[src/rtl/serial_deserializer.sv]
// Serial-to-parallel word assembler, LSB first, with a one-deep output holding register.
// Optional trailing even-parity bit per word when SERIAL_DESERIALIZER_PARITY_EN is defined.
//
// Parameters:
//   WIDTH      data bits per word (2..32)
// Ports:
//   clk        rising-edge clock
//   rst        asynchronous active-low reset
//   d          serial data bit
//   d_valid    qualifies d; one bit accepted per edge
//   sync_clr   synchronous discard of the partial word
//   q          assembled word
//   q_valid    q holds an unconsumed word
//   q_ready    consumer takes q when q_valid is high
//   overrun    sticky: a completed word was dropped
//   parity_err parity mismatch on the word in q (tied 0 without parity)
module serial_deserializer #(
  parameter int WIDTH = 8
) (
  input  logic             clk,
  input  logic             rst,
  input  logic             d,
  input  logic             d_valid,
  input  logic             sync_clr,
  output logic [WIDTH-1:0] q,
  output logic             q_valid,
  input  logic             q_ready,
  output logic             overrun,
  output logic             parity_err
);

`ifdef SERIAL_DESERIALIZER_PARITY_EN
  localparam int NBITS = WIDTH + 1;
`else
  localparam int NBITS = WIDTH;
`endif

  // The shift register holds every bit of a word except the one
  // accepted on the completing edge, which is taken straight from d.
  localparam int SW   = NBITS - 1;
  localparam int CW   = $clog2(NBITS);
  localparam int LAST = NBITS - 1;

  logic [CW-1:0]    cnt;
  logic [CW-1:0]    cnt_nxt;
  logic [SW-1:0]    sr;
  logic [SW-1:0]    sr_nxt;
  logic [SW-1:0]    sr_shift;
  logic             accept;
  logic             done;
  logic             load;
  logic             drop;
  logic             consume;
  logic [WIDTH-1:0] word;

  assign accept  = d_valid & ~sync_clr;
  assign done    = accept & (cnt == CW'(LAST));
  assign consume = q_valid & q_ready;
  assign load    = done & (~q_valid | q_ready);
  assign drop    = done & q_valid & ~q_ready;

  // Right shift with d entering at the top; the first bit of a word
  // ends up in bit 0 once the register is full.
  assign sr_shift = SW'({d, sr} >> 1);

`ifdef SERIAL_DESERIALIZER_PARITY_EN
  logic word_perr;

  // Final edge carries the parity bit; the data is already in sr.
  assign word      = sr;
  assign word_perr = ^{sr, d};
`else
  assign word = {d, sr};
`endif

  always_comb begin
    cnt_nxt = cnt;
    sr_nxt  = sr;
    if (sync_clr) begin
      cnt_nxt = '0;
      sr_nxt  = '0;
    end else if (d_valid) begin
      if (done) begin
        cnt_nxt = '0;
        sr_nxt  = '0;
      end else begin
        cnt_nxt = cnt + CW'(1);
        sr_nxt  = sr_shift;
      end
    end
  end

  always_ff @(posedge clk or negedge rst) begin
    if (!rst) begin
      cnt <= '0;
      sr  <= '0;
    end else begin
      cnt <= cnt_nxt;
      sr  <= sr_nxt;
    end
  end

  always_ff @(posedge clk or negedge rst) begin
    if (!rst) begin
      q       <= '0;
      q_valid <= 1'b0;
    end else if (load) begin
      q       <= word;
      q_valid <= 1'b1;
    end else if (consume) begin
      q_valid <= 1'b0;
    end
  end

  always_ff @(posedge clk or negedge rst) begin
    if (!rst) begin
      overrun <= 1'b0;
    end else if (drop) begin
      overrun <= 1'b1;
    end
  end

`ifdef SERIAL_DESERIALIZER_PARITY_EN
  always_ff @(posedge clk or negedge rst) begin
    if (!rst) begin
      parity_err <= 1'b0;
    end else if (load) begin
      parity_err <= word_perr;
    end
  end
`else
  assign parity_err = 1'b0;
`endif

endmodule

[config.mk]
export PLATFORM = sky130hd
export DESIGN_NAME = serial_deserializer
export DESIGN_NICKNAME = d
export VERILOG_FILES = /design/src/rtl/serial_deserializer.sv
export SDC_FILE = /design/constraint.sdc
export NUM_CORES = 1
export LEC_CHECK = 0
export CAP_MARGIN = 20
export CORE_MARGIN = 8
export CORE_UTILIZATION = 49
export DETAILED_ROUTE_END_ITERATION = 8
export PLACE_DENSITY = 0.76
export REMOVE_ABC_BUFFERS = 1
export SLEW_MARGIN = 20
export SYNTH_ARGS = -nofsm -noshare
export SYNTH_HDL_FRONTEND = slang
export SYNTH_SLANG_ARGS = --single-unit
export TNS_END_PERCENT = 30
[constraint.sdc]
create_clock -name clk -period 2 [get_ports clk]
set_input_delay 0.3 -clock clk [delete_from_list [all_inputs] [get_ports clk]]
set_output_delay 0.3 -clock clk [all_outputs]
set_load 0.05 [all_outputs]
Word level (Yosys, flattened, before mapping)
Cells that the tools add are included.
- bits of input ports: 6
- bits in registers: 20
- output and inout port bits: 11
- reductions and logical operators: 2
- multiplexer cells: 8
- bitwise logic cells: 10
- eq/ne operators: 1
- add/sub/neg operators: 1
- operator list (kind ; count):
    two-way mux 7 bit ; 3
    two-way mux 3 bit ; 3
    AND 1 bit ; 6
    nonzero test 2 bit ; 2
    adder 3 x 1 -> 3 bit (second input constant) ; 1
    == test 3 bit (second input constant) ; 1
    inverter 1 bit ; 3
    two-way mux 1 bit ; 2
    bitwise OR 1 bit ; 1

Depth between registers and ports, before layout
Gate-level depths: netlist (run 1).
- depth in word-level cells: 6
- mapped depth: 6
- gate-level depth less buffers: 5

Worst setup path after synthesis (run 1)
Ideal clock, no wire load.
- path kind: register to register
- start point: reg cnt[0]
- end point: reg q[0]
- data arrival time: 1414 ps
- stages on the path, launching flop included: 7
- clock period less this slack: 1539 ps
- slack: 461 ps
- data required time: 1875 ps
- cells stage by stage: dfrtp_1 ha_1 ha_1 nand3b_2 nor2b_2 buf_6 mux2_4
- word-level cells in the longest chain between the ends: 3
- RTL lines (what ; line ; source):
    from (decl) ; 44 ; logic [CW-1:0] cnt;
    from (signal assigned) ; 98 ; cnt <= cnt_nxt;
    == test 3 bit ; 57 ; assign done = accept & (cnt == CW'(LAST));
    AND 1 bit ; 57 ;
    AND 1 bit ; 59 ; assign load = done & (~q_valid | q_ready);
    to (signal assigned) ; 108 ; q <= word;
    to (decl) ; 25 ; output logic [WIDTH-1:0] q,
No other way between the ends.
A chain may end at the register's enable or synchronous reset.

Worst setup path in the final report (run 1)
- start point: reg q[7]
- end point: out q[7]
No word-level cell between the ends.

==> reports/qor.json, run 1 <==
{
  "sta": {
    "finalMaxSlewViolations": 0,
    "maxClockFrequency_mhz": 551,
    "worst_pin_slew_ps": 507,
    "finalClockSkew_ps": 2.03,
    "fin_crit_sh_pct": 90.8,
    "slew_headroom_pct": 66.1,
    "grt_setup_unrepaired": "no",
    "finalSetupViolCount": 0,
    "period_needed_ps": 1820,
    "setup-tns-final_ps": 0,
    "hold_viol": 0,
    "timing.hold.ws_ps": 327,
    "setup_ws_final_ps": 185
  },
  "power_and_ir_drop": {
    "proportion_of_power_drawn_by_the_clock_network_pct": 28.6,
    "power.static_leakage_nw": 0.509,
    "p_switching_uw": 148,
    "combPwrFrac_pct": 7.8,
    "power.switching_fraction_pct": 22.8,
    "power_report.internal_total_uw": 503,
    "power-per-cell-area_nw_per_um2": 587,
    "p_seq_share_pct": 63.6,
    "power_uw": 651,
    "worst_ir_drop_vdd_mv": 0.348
  },
  "worst_setup_path": {
    "reg2reg_setup_slack_ps": 390,
    "cpLargestDelayFamily": "buffers and inverters",
    "required_ps": 1700,
    "capturing_point_of_the_worst_reg2reg_path": "q[6]$_DFFE_PN0P_",
    "critical_path_class": "reg -> out",
    "cp.buffers_inverters": 1,
    "critPathSlowestCell": "sky130_fd_sc_hd__clkdlybuf4s50_1",
    "worst-endpoint-arrival_ps": 1520,
    "worst_setup_path_start_kind": "register",
    "crit_path_cell_trace": "clkdlybuf4s50_1",
    "reg2regPathDepth": 6,
    "reg2reg_from": "cnt[0]$_DFFE_PN0P_",
    "cp-end-kind": "primary output",
    "crit_path_max_cell_delay_ps": 820,
    "critical_path_fanouts_max": 2
  },
  "drt": {
    "routedWlPerCell_um": 14.6,
    "post_drt_via_cell_ratio": 4.98,
    "met2_length_um": 700,
    "dr.pass1.iters": 4,
    "route.layer.met1.wl_um": 835,
    "via_count": 563,
    "dr_wl_met3_um": 90,
    "totalWireLength_um": 1650,
    "dr.first_iter.drc_count": 5,
    "postRouteAntennaNets": 0,
    "top_layer_used": "met4",
    "detail_route.drc_violations": 0
  },
  "synthesis": {
    "synthesis.instances": 70,
    "post_synth_fa_ha_maj_area_fraction_pct": 2.78,
    "synth-compound-area-share_pct": 5.28,
    "yosysTopAreaCellShare_pct": 55.6,
    "muxShareOfSynthArea_pct": 15.6,
    "synth_top_family_by_area": "simple AND/OR/NAND/NOR gates",
    "post_synth.cell_area_avg_um2": 12.9,
    "synth-xor-area-share_pct": 0,
    "synth_sequential_area_ratio_pct": 55.6,
    "count_of_different_cell_masters_after_synthesis": 17,
    "synth_simple_gate_area_share_pct": 16.8,
    "synth_warnings": 0,
    "synth_area_um2": 901,
    "synth.area.top_cells": "sky130_fd_sc_hd__dfrtp_1 56%, sky130_fd_sc_hd__mux2_4 13%, sky130_fd_sc_hd__nand3b_1 6.7%",
    "synth_seq_cells": 20,
    "netlist.top_cell.by_area": "sky130_fd_sc_hd__dfrtp_1"
  },
  "global_route": {
    "first_global_vias": 567,
    "pin_count_of_the_biggest_net_entering_global_routing": 21,
    "global_route.overflow_total": 0,
    "grtUsageTotal_pct": 10.5,
    "grt_antenna_before_repair": 0,
    "grt_pass1_wl_um": 2670
  },
  "die": {
    "floorplan.die.height_um": 58.9,
    "num_io_pins": 17,
    "die_area_um2": 3470,
    "die_w_um": 58.9,
    "initial_utilization_pct": 52.2,
    "core_um2": 1730,
    "placement_rows": 15
  },
  "clocking": {
    "post_cts.resized_instances": 0,
    "cts.path.max_buffers": 2,
    "insertion_delay_to_the_later_sink_of_the_worst_skew_pair_ps": 290,
    "cts_tree": "yes",
    "tritoncts_num_sinks": 20,
    "worst_setup_hold_path_clk_slew_ps": 100,
    "cts.hold.buffers_added": 0,
    "h-tree-depth": 1,
    "post_cts.repair.setup_buffers": 0,
    "cts_inserted_buffers": 3,
    "root_buffer": "sky130_fd_sc_hd__clkbuf_4"
  },
  "placed_design": {
    "post_dp_cell_area_um2": 1090,
    "detailedPlace.worstSlack_ps": 275,
    "hpwlAfterDp_um": 1190,
    "gp_congestion": 0.735,
    "placed_cells_incl_taps": 110,
    "port-buffer-count": 15
  },
  "cells_and_area": {
    "final_net_count": 98,
    "final_core_utilization_pct": 64.3,
    "final_area_um2": 1110,
    "layout_cell_share_with_drive_strength_beyond_1_pct": 20.5,
    "finish.cell_count_without_fillers": 113,
    "areaGrowthSynthToFinish_pct": 23.2,
    "antenna-diode-count": 0
  },
  "outcome": {
    "run_status": "complete, no violations"
  },
  "hold_path": {
    "holdCritPathClass": "in -> async"
  },
  "run": {
    "timing.max_cap.violations": 0
  }
}
[layout by cell type, fill, tap and decap left out]
cell type / instances
sky130_fd_sc_hd__clkdlybuf4s50_1: 15
sky130_fd_sc_hd__nand3b_2: 1
sky130_fd_sc_hd__o21bai_1: 1
sky130_fd_sc_hd__conb_1: 1
sky130_fd_sc_hd__nor2b_2: 1
sky130_fd_sc_hd__nand2b_1: 9
sky130_fd_sc_hd__nand2_1: 1
sky130_fd_sc_hd__dfrtp_1: 20
sky130_fd_sc_hd__ha_1: 2
sky130_fd_sc_hd__buf_4: 5
sky130_fd_sc_hd__mux2i_1: 2
sky130_fd_sc_hd__nand3b_1: 8
sky130_fd_sc_hd__a21oi_1: 8
sky130_fd_sc_hd__mux2_4: 8
sky130_fd_sc_hd__nor2_1: 3
sky130_fd_sc_hd__clkbuf_4: 3
[final cells by class]
cell class / count / area (um^2)
tap: 25 / 31.3
multi-input combinational: 45 / 368
timing repair buffer: 20 / 188
fill: 137 / 617
sequential: 20 / 500
clock buffer: 3 / 22.5
[power groups by stage]
stage / combinational [mW] / sequential, mW / clock (mW)
after floorplan: 0.0181 / 0.422 / 0
after detailed placement: 0.0512 / 0.422 / 0
after CTS: 0.0512 / 0.414 / 0.195
after global placement: 0.0499 / 0.422 / 0
final: 0.0505 / 0.414 / 0.186
after global routing: 0.0558 / 0.415 / 0.225
[state kept, by name, summed over array words and instances, names as in the netlist]
| signal | flops |
|---|---|
| cnt | 3 |
| q_valid | 1 |
| q | 8 |
| sr | 7 |
| overrun | 1 |
[synth_stat cells, drive strengths merged]
library cell   n
nor2b          1
mux2i          2
nand2b         9
mux2           8
nand2          1
nand3b         9
nor2           3
ha             2
o21bai         1
conb           1
clkbuf         1
buf            4
a21oi          8
dfrtp         20
[worst max path at each step]
stage                       end  slack [ps]                from  depth (start not counted)
6_report                   q[7]         180    q[7]$_DFFE_PN0P_                          1
5_1_grt                    q[4]         120    q[4]$_DFFE_PN0P_                          1
4_1_cts                    q[4]         170    q[4]$_DFFE_PN0P_                          1
3_5_place_dp   q[7]$_DFFE_PN0P_         270            sync_clr                          5
3_3_place_gp   q[6]$_DFFE_PN0P_         310            sync_clr                          5
2_1_floorplan  q[0]$_DFFE_PN0P_         290  cnt[0]$_DFFE_PN0P_                          5
[kinds of logic (layout without fill, tap and decap cells)]
logic type                 count (synthesis)  count (layout)
DFF                                       20              20
AOI/OAI and AO/OA                          9               9
adders and majority gates                  2               2
and+or+nand+nor                           23              23
other                                      1               1
buffers and inverters                      5              23
muxes                                     10              10
[layer usage]
| metal | GRT usage [%] | up-vias |
|---|---|---|
| met2 | 14.8 | 14 |
| met1 | 12.7 | 273 |
| met4 | 7.17 | 0 |
| met3 | 4.13 | 4 |
| met5 | 0 | - |
| li1 | - | 272 |
No activity file was read; power rests on OpenSTA's default activity.
==> run 2: changes to the inputs <==
--- a/config.mk
+++ b/config.mk
@@ -6,9 +6,9 @@
 export NUM_CORES = 1
 export LEC_CHECK = 0
 export CAP_MARGIN = 20
-export CORE_MARGIN = 8
 export CORE_UTILIZATION = 49
 export DETAILED_ROUTE_END_ITERATION = 8
+export GPL_TIMING_DRIVEN = 0
 export PLACE_DENSITY = 0.76
 export REMOVE_ABC_BUFFERS = 1
 export SLEW_MARGIN = 20
==> run 2 against run 1 <==
Compared with the run above:
- global-route usage grew 4.4 points
- combinational power shrank 9.9%
- sequential share of layout area grew 1.4 points
- via count shrank 2.5%
- wire length shrank 18%
- register-to-register slack lost 230 ps
- utilization shrank 1.9 points
- power shrank 1.9%
- die area shrank 42%
- clock power shrank 4%
- largest cell class unchanged
==> reports/qor.json, run 2 (synthesized netlist as in run 1, its figures left out) <==
{
  "sta": {
    "finalClockSkew": {"value": 5.78, "unit": "ps", "change": "was 2.03 ps"},
    "period_needed": {"value": 1870, "unit": "ps", "change": "was 1820 ps"},
    "finalSetupViolCount": {"value": 0, "change": "unchanged"},
    "setup-tns-final": {"value": 0, "unit": "ps", "change": "unchanged"},
    "grt_setup_unrepaired": {"value": "no", "change": "unchanged"},
    "finalMaxSlewViolations": {"value": 0, "change": "unchanged"},
    "setup_ws_final": {"value": 134, "unit": "ps", "change": "was 185 ps"},
    "slew_headroom": {"value": 41.9, "unit": "%", "change": "was 66.1%"},
    "fin_crit_sh": {"value": 93.3, "unit": "%", "change": "was 90.8%"},
    "worst_pin_slew": {"value": 869, "unit": "ps", "change": "was 507 ps"},
    "timing.hold.ws": {"value": 496, "unit": "ps", "change": "was 327 ps"},
    "maxClockFrequency": {"value": 536, "unit": "MHz", "change": "was 551 MHz"},
    "hold_viol": {"value": 0, "change": "unchanged"}
  },
  "drt": {
    "totalWireLength": {"value": 1350, "unit": "um", "change": "was 1650 um"},
    "detail_route.drc_violations": {"value": 0, "change": "unchanged"},
    "dr.pass1.iters": {"value": 4, "change": "unchanged"},
    "routedWlPerCell": {"value": 12.5, "unit": "um", "change": "was 14.6 um"},
    "via_count": {"value": 549, "change": "was 563"},
    "postRouteAntennaNets": {"value": 0, "change": "unchanged"},
    "dr.first_iter.drc_count": {"value": 4, "change": "was 5"},
    "post_drt_via_cell_ratio": {"value": 5.08, "change": "was 4.98"}
  },
  "cells_and_area": {
    "most-common-layout-cells": {"value": "20 x sky130_fd_sc_hd__dfrtp_1, 15 x sky130_fd_sc_hd__clkdlybuf4s50_1, 9 x sky130_fd_sc_hd__nand2b_1", "change": "unchanged"},
    "largestRegisters": {"value": "q x8, sr x7, cnt x3", "change": "unchanged"},
    "most_common_cell_after_layout_fill_and_taps_aside": {"value": "sky130_fd_sc_hd__dfrtp_1", "change": "unchanged"},
    "largest_register": {"value": "q", "change": "unchanged"},
    "final_net_count": {"value": 93, "change": "was 98"},
    "largest_register_ffs": {"value": 8, "change": "unchanged"},
    "areaGrowthSynthToFinish": {"value": 19.6, "unit": "%", "change": "was 23.2%"},
    "antenna-diode-count": {"value": 0, "change": "unchanged"},
    "layout_cell_share_with_drive_strength_beyond_1": {"value": 15.7, "unit": "%", "change": "was 20.5%"},
    "final_core_utilization": {"value": 62.4, "unit": "%", "change": "was 64.3%"},
    "finish.cell_count_without_fillers": {"value": 108, "change": "was 113"}
  },
  "clocking": {
    "post_cts.repair.setup_buffers": {"value": 0, "change": "unchanged"},
    "cts_inserted_buffers": {"value": 3, "change": "unchanged"},
    "worst_setup_hold_path_clk_slew": {"value": 100, "unit": "ps", "change": "about the same"},
    "insertion_delay_to_the_later_sink_of_the_worst_skew_pair": {"value": 290, "unit": "ps", "change": "about the same"},
    "cts.path.max_buffers": {"value": 2, "change": "unchanged"},
    "root_buffer": {"value": "sky130_fd_sc_hd__clkbuf_4", "change": "unchanged"},
    "cts_tree": {"value": "yes", "change": "unchanged"},
    "h-tree-depth": {"value": 1, "change": "unchanged"},
    "tritoncts_num_sinks": {"value": 20, "change": "unchanged"}
  },
  "global_route": {
    "grtUsageTotal": {"value": 14.9, "unit": "%", "change": "was 10.5%"},
    "global_route.overflow_total": {"value": 0, "change": "unchanged"},
    "grt_pass1_wl": {"value": 2130, "unit": "um", "change": "was 2670 um"},
    "pin_count_of_the_biggest_net_entering_global_routing": {"value": 21, "change": "unchanged"},
    "first_global_vias": {"value": 487, "change": "was 567"},
    "grt_antenna_before_repair": {"value": 0, "change": "unchanged"}
  },
  "power_and_ir_drop": {
    "power.static_leakage": {"value": 0.491, "unit": "nW", "change": "was 0.509 nW"},
    "worst_ir_drop_vdd": {"value": 0.487, "unit": "mV", "change": "was 0.348 mV"},
    "power-per-cell-area": {"value": 593, "unit": "nW/um^2", "change": "was 587 nW/um^2"}
  },
  "worst_setup_path": {
    "critical_path_fanouts_max": {"value": 19, "change": "was 2"},
    "reg2reg_setup_slack": {"value": 160, "unit": "ps", "change": "was 390 ps"},
    "worst-endpoint-arrival": {"value": 2040, "unit": "ps", "change": "was 1520 ps"},
    "critical_path_class": {"value": "in -> reg", "change": "was reg -> out"},
    "worst_setup_path_start_kind": {"value": "primary input", "change": "was register"},
    "required": {"value": 2180, "unit": "ps", "change": "was 1700 ps"},
    "cp-end-kind": {"value": "register", "change": "was primary output"}
  },
  "hold_path": {
    "holdCritPathClass": {"value": "in -> async", "change": "unchanged"}
  },
  "die": {
    "core": {"value": 1730, "unit": "um^2", "change": "unchanged"},
    "die_area": {"value": 2010, "unit": "um^2", "change": "was 3470 um^2"},
    "num_io_pins": {"value": 17, "change": "unchanged"},
    "floorplan.die.height": {"value": 44.9, "unit": "um", "change": "was 58.9 um"},
    "die_w": {"value": 44.9, "unit": "um", "change": "was 58.9 um"},
    "initial_utilization": {"value": 52.2, "unit": "%", "change": "unchanged"},
    "placement_rows": {"value": 15, "change": "unchanged"}
  },
  "run": {
    "timing.max_cap.violations": {"value": 0, "change": "unchanged"}
  },
  "outcome": {
    "run_status": {"value": "complete, no violations", "change": "unchanged"}
  },
  "placed_design": {
    "placed_cells_incl_taps": {"value": 105, "change": "was 110"},
    "hpwlAfterDp": {"value": 882, "unit": "um", "change": "was 1190 um"},
    "port-buffer-count": {"value": 15, "change": "unchanged"},
    "gp_congestion": {"value": 0.704, "change": "was 0.735"},
    "detailedPlace.worstSlack": {"value": -379, "unit": "ps", "change": "was 275 ps"}
  }
}
run 2: changes by cell type in the layout (fill, tap and decap cells not counted), sizes merged:
cell	before	now
buf	5	0
run 2: power by group:
part | leakage [nW] | internal [mW] | switching, mW
Combinational | 0.200 | 0.0190 | 0.0266
Clock | 0.0138 | 0.0699 | 0.109
Sequential | 0.277 | 0.410 | 0.00415
Total | 0.491 | 0.499 | 0.140
run 2: final cells by class:
type | count | area [um^2]
Tap cell | 25 | 31.3
Multi-Input combinational cell | 45 | 373
Fill cell | 150 | 649
Timing Repair Buffer | 15 | 150
Sequential cell | 20 | 500
Clock buffer | 3 | 22.5
run 2: repair_timing:
action                                  CTS  global route
endpoints found under the setup margin    8             0
hold buffers                              0             0
gates resized for setup                   1             0
run 2: final timing paths:
kind	start	end	depth (start not counted)
min in group clk	overrun$_DFFE_PN0P_	overrun$_DFFE_PN0P_	1
min	rst	cnt[2]$_DFFE_PN0P_	1
min reg2reg	overrun$_DFFE_PN0P_	overrun$_DFFE_PN0P_	1
max in group asynchronous	rst	overrun$_DFFE_PN0P_	1
max	d_valid	q[2]$_DFFE_PN0P_	4
max reg2reg	cnt[0]$_DFFE_PN0P_	q[2]$_DFFE_PN0P_	5
run 2: per-stage QoR:
| step | power (mW) | instance area (um^2) |
|---|---|---|
| after floorplan | 0.440 | 868 |
| after global placement | 0.467 | 1050 |
| after detailed placement | 0.468 | 1050 |
| after CTS | 0.650 | 1080 |
| after global routing | 0.664 | 1080 |
| final | 0.639 | 1080 |
run 2: worst max-delay path, cell delays in order:
cell                              delay, ps
sky130_fd_sc_hd__clkdlybuf4s50_1        860
sky130_fd_sc_hd__nand3b_2               200
sky130_fd_sc_hd__nor2b_4                350
sky130_fd_sc_hd__mux2_4                 330
run 2: routing by layer:
metal  share of wire [%]  up-vias  GRT usage [%]  wire [um]
li1                    -      260              -          -
met5                   0        -              0          0
met2                  49       11           24.7        668
met3                 3.3        2           4.80         45
met1                  46      276           18.1        622
met4                 1.0        0           5.45         14
